[src/rtl/univ_shift_reg.sv]
// univ_shift_reg: WIDTH-bit hold/shift-right/shift-left/load register with a saturating fill counter
module univ_shift_reg #(
    parameter int              WIDTH     = 8,
    parameter logic [WIDTH-1:0] RESET_VAL = '0,
    parameter int              CNT_W     = $clog2(WIDTH+1)
) (
    input  logic             clk,
    input  logic             rst,
    input  logic             en,
    input  logic             clear,
    input  logic [1:0]       mode,
    input  logic             data_in_r,
    input  logic             data_in_l,
    input  logic [WIDTH-1:0] par_in,
    output logic [WIDTH-1:0] par_out,
    output logic             data_out_r,
    output logic             data_out_l,
    output logic [CNT_W-1:0] fill_cnt,
    output logic             full
);
    localparam logic [CNT_W-1:0] CNT_MAX = CNT_W'(WIDTH);
    logic [WIDTH-1:0] q_q, q_d;
    logic [CNT_W-1:0] cnt_q, cnt_d;
    logic             full_q, full_d;
    logic             shift;
    assign shift = mode == 2'b01 || mode == 2'b10;
    // next state: enable gates everything, clear beats mode, shifts saturate the counter
    always_comb begin
        q_d    = !en               ? q_q :
                 clear             ? RESET_VAL :
                 mode == 2'b01     ? {data_in_r, q_q[WIDTH-1:1]} :
                 mode == 2'b10     ? {q_q[WIDTH-2:0], data_in_l} :
                 mode == 2'b11     ? par_in : q_q;
        cnt_d  = !en               ? cnt_q :
                 clear             ? '0 :
                 mode == 2'b11     ? CNT_MAX :
                 (shift && cnt_q != CNT_MAX) ? cnt_q + 1'b1 : cnt_q;
        full_d = cnt_d == CNT_MAX;
    end
    // state registers; full is registered so every output comes straight from a flop
    always_ff @(posedge clk or posedge rst) begin
        if (rst) begin
            q_q    <= RESET_VAL;
            cnt_q  <= '0;
            full_q <= 1'b0;
        end else begin
            q_q    <= q_d;
            cnt_q  <= cnt_d;
            full_q <= full_d;
        end
    end
    assign par_out    = q_q;
    assign data_out_r = q_q[0];
    assign data_out_l = q_q[WIDTH-1];
    assign fill_cnt   = cnt_q;
    assign full       = full_q;
endmodule

[config.mk]
export PLATFORM = sky130hd
export DESIGN_NAME = univ_shift_reg
export DESIGN_NICKNAME = d
export VERILOG_FILES = /design/src/rtl/univ_shift_reg.sv
export SDC_FILE = /design/constraint.sdc
export NUM_CORES = 1
export LEC_CHECK = 0
export ABC_AREA = 1
export CAP_MARGIN = 5
export CORE_MARGIN = 2
export CORE_UTILIZATION = 45
export CTS_BUF_LIST = sky130_fd_sc_hd__clkbuf_4 sky130_fd_sc_hd__clkbuf_8
export CTS_CLUSTER_SIZE = 28
export DETAILED_ROUTE_END_ITERATION = 10
export PLACE_DENSITY = 0.89
export SETUP_SLACK_MARGIN = 0.15
export SYNTH_ARGS = -nofsm -noshare
export SYNTH_HDL_FRONTEND = slang
export SYNTH_SLANG_ARGS = --single-unit
[constraint.sdc]
create_clock -name clk -period 1.4 [get_ports clk]
set_input_delay 0.28 -clock clk [delete_from_list [all_inputs] [get_ports clk]]
set_output_delay 0.28 -clock clk [all_outputs]
set_load 0.03 [all_outputs]
==> results of run 1 <==
==> stage by stage <==
| step | utilization | setup TNS [ns] | cells | setup slack [ns] | total power [uW] |
|---|---|---|---|---|---|
| 6_report | 0.7455 | 0 | 179 | 0.1368 | 1298 |
| 5_1_grt | 0.7455 | 0 | 179 | 0.06939 | 1374 |
| 4_1_cts | 0.7821 | 0 | 179 | 0.1343 | 1323 |
| 3_5_place_dp | 0.7219 | -4.281 | 174 | -0.4340 | 1045 |
| 3_3_place_gp | 0.7219 | -3.472 | 174 | -0.3610 | 1021 |
| 2_1_floorplan | - | 0 | 113 | 0.1589 | 799.5 |
==> cells in the mapped netlist, drive strengths merged <==
library cell and count:
nand3b 1, nand3 9, o22ai 8, o21ai 14, nand4 1, ha 5
clkinv 3, inv 21, dfrtp 13, nand2 24, buf 4, a21oi 5
nor2 5
==> per-layer routing <==
layer  track usage  up-vias  part of all wire
met2        0.4568       42              0.55
met5             0        -                 0
li1              -      447                 -
met4        0.1500        0             0.033
met1        0.2204      405              0.35
met3       0.04231       10             0.067
==> sequential cells by signal, indices dropped and copies added, names as in the netlist <==
| register | count |
|---|---|
| par_out | 8 |
| fill_cnt | 4 |
| full | 1 |
==> worst max path at each step <==
stage                     end  cells after the start  slack, ns                   from
6_report       full$_DFF_PP0_                      8       0.14  fill_cnt[0]$_DFF_PP0_
3_3_place_gp   full$_DFF_PP0_                      9      -0.36                mode[0]
5_1_grt        full$_DFF_PP0_                      8       0.07  fill_cnt[0]$_DFF_PP0_
3_5_place_dp   full$_DFF_PP0_                      9      -0.43                mode[0]
2_1_floorplan  full$_DFF_PP0_                      8       0.16  fill_cnt[0]$_DFF_PP0_
4_1_cts           fill_cnt[2]                      1       0.13  fill_cnt[2]$_DFF_PP0_
==> cell usage in the layout (no fill, tap or decap) <==
cell type        count
dlygate4sd2_1        2
nor2_1               3
nor2_4               2
nand3_2              5
clkbuf_2             1
clkbuf_4             4
ha_1                 2
dfrtp_2              2
nand3_1              3
inv_1               15
inv_2                5
buf_6                1
a21oi_2              1
a21oi_1              4
buf_4                9
clkdlybuf4s50_1     12
nand4_1              1
o21ai_0             10
o21ai_1              2
clkdlybuf4s15_2      1
o21ai_4              2
ha_4                 2
ha_2                 1
clkinv_1             3
buf_2               14
o22ai_1              8
dfrtp_1             11
nand3_4              1
nand2_4              2
nand2_1             22
nand3b_1             1
inv_4                1
buf_12               1
==> power by group <==
group / internal, uW / switching [uW] / leakage (uW)
logic: 229 / 359 / 0.000475
clock network: 130 / 118 / 0.0000184
registers: 428 / 34.8 / 0.000169
total: 787 / 511 / 0.000662
==> cell type report <==
type,count,area share
Inverter,24,0.07115
Sequential cell,13,0.2519
Multi-Input combinational cell,72,0.3817
Tap cell,25,0.02404
Timing Repair Buffer,41,0.2481
Clock buffer,4,0.02308
==> kinds of logic after synthesis <==
kind of cell,after synthesis,synth area share
adders and majority gates,5,0.07396
AOI/OAI and AO/OA,27,0.1894
and+or+nand+nor,40,0.2160
buffers and inverters,28,0.1361
DFF,13,0.3846
==> repair_timing <==
item	4_1_cts	5_1_grt
setup endpoints to repair	28	18
hold buffers	0	0
gates resized for setup	66	30
cloned	0	0
buffers inserted	1	0
pin swaps	9	5
==> results.md, run 1 <==
- Slew Viols, Final: 0
- Clk_lat worst skew: 0.27 ns
- Ant diodes: 0
- WP buf/inv: 2
- Final ANT Viol Nets: 0
- Global placer's final weighted congestion: 0.8220
- Top cell by count, worst path: nand3_2
- Global-route wire length before repair: 3.615 mm
- Drt pass-1 iters: 4
- Worst min-delay path class: in -> async
- DR vias: 904
- Arr. time, crit path: 1.43 ns
- Overall global routing resource usage: 0.2358
- Area share of the largest cell type after synthesis: 0.3846
- Max-cap viol count: 0
- Row Count: 15
- Die Y: 47.36 um
- CP top delay family: simple AND/OR/NAND/NOR gates
- CTS Buf Count: 3
- Initial Util: 0.4846
- Post-route cell area: approximately 0.0013 mm^2
- Synth Warn #: 0
- Fin Clk Skew: 0.008608 ns
- Crit-path max FO: 5
- Slew margin rel.: 0.8357
- Htree depth: 1
- Clk pin slew, worst setup/hold paths: 0.08 ns
- Slowest CP cell: dfrtp_2
- Fillers: between 100 and 150
- Full die area: 0.002243 mm^2
- Cells after synthesis: roughly 110
- Ports: 31
- Max IR drop VDD: 662.2 uV
- Layout cells sized above 1: 0.3571
- DR iter-0 viols: 31
- Crit path launch type: register
- Critical path class: reg -> reg
- Nets: between 150 and 200
- Detailed Route WL: 2.401 mm
- Register area: roughly 330 um^2
- Vias in the first global route: 894
- Hold slack: 0.2148 ns
- Placed Area: 0.001260 mm^2
- Most area-consuming cells after synthesis: dfrtp_1 38%, nand2_1 10%, inv_1 7.5%
- Crit path required time: approximately 1.6 ns
- Area of the core: 0.001745 mm^2
- RR Startpoint: fill_cnt[0]$_DFF_PP0_
- Synth-to-layout area growth: 53.85%
- Hold Vio Cnt, Final: 0
- Avg Inst Size Synth: around 7.5 um^2
- Area taken by multi-input logic gates: 496.7 um^2
- Minimum clock period: 1.263 ns
- Endpoints failing setup: 0
- Chip Width: 47.36 um
- Post-detail-place hpwl: 1.806 mm
- Grt total ovfl: 0
- Synth cell types: 20
- Worst Tran Pin Value: 0.2462 ns
- IO Port Bufs: 30
- Clk buf depth: 2
- Synth area leader: dfrtp_1
- Highest Clock Rate: approximately 790 MHz
- Peak per-stage delay on the critical path: slightly above 0.4 ns
- CTS tree: built
- Syn Nets: 134
- CP Cell Sequence: buf_6 > inv_4 > ha_4 > nand3_4 > nand3b_1 > nand3_2 > nand3_2 > nor2_1
- P_leak: around 0.00066 uW
- R2r endpoint: full$_DFF_PP0_
- Worst Setup End Kind: register
- R2r worst-path depth: 8
- Wirelength per Cell: 13.41 um
- PwrDens: around 1000 mW/mm^2
- Clock net sink count: 13
- Mapped cell area: 845.8 um^2
- Root buf cell: clkbuf_4
- Fin crit share: 0.9023
- RSZ-0062 raised after global routing: true
- Status: complete, no violations
- Initial antenna violation count: 0
- Register area share after synthesis: 0.3846
- Via-to-Cell Ratio: just over 5
- Synth Register Bits: 13
- Worst R2R Setup Slack: between 0.1 and 0.15 ns
- Largest net degree at the start of global routing: 15
- # DRC: 0
(Power assumes the default switching activity.)
==> run 2, diff against run 1 <==
--- a/config.mk
+++ b/config.mk
@@ -6,10 +6,11 @@
 export NUM_CORES = 1
 export LEC_CHECK = 0
 export ABC_AREA = 1
-export CAP_MARGIN = 5
+export CAP_MARGIN = 20
 export CORE_MARGIN = 2
 export CORE_UTILIZATION = 45
 export CTS_BUF_LIST = sky130_fd_sc_hd__clkbuf_4 sky130_fd_sc_hd__clkbuf_8
+export CTS_CLUSTER_DIAMETER = 200
 export CTS_CLUSTER_SIZE = 28
 export DETAILED_ROUTE_END_ITERATION = 10
 export PLACE_DENSITY = 0.89
==> results of run 2 <==
The final DEF is identical to that of run 1; final timing and power are the same.
==> run 3, diff against run 2 <==
--- a/config.mk
+++ b/config.mk
@@ -10,11 +10,11 @@
 export CORE_MARGIN = 2
 export CORE_UTILIZATION = 45
 export CTS_BUF_LIST = sky130_fd_sc_hd__clkbuf_4 sky130_fd_sc_hd__clkbuf_8
-export CTS_CLUSTER_DIAMETER = 200
 export CTS_CLUSTER_SIZE = 28
 export DETAILED_ROUTE_END_ITERATION = 10
 export PLACE_DENSITY = 0.89
 export SETUP_SLACK_MARGIN = 0.15
+export SLEW_MARGIN = 10
 export SYNTH_ARGS = -nofsm -noshare
 export SYNTH_HDL_FRONTEND = slang
 export SYNTH_SLANG_ARGS = --single-unit
==> results of run 3 <==
The final DEF is identical to that of run 1; final timing and power are the same.
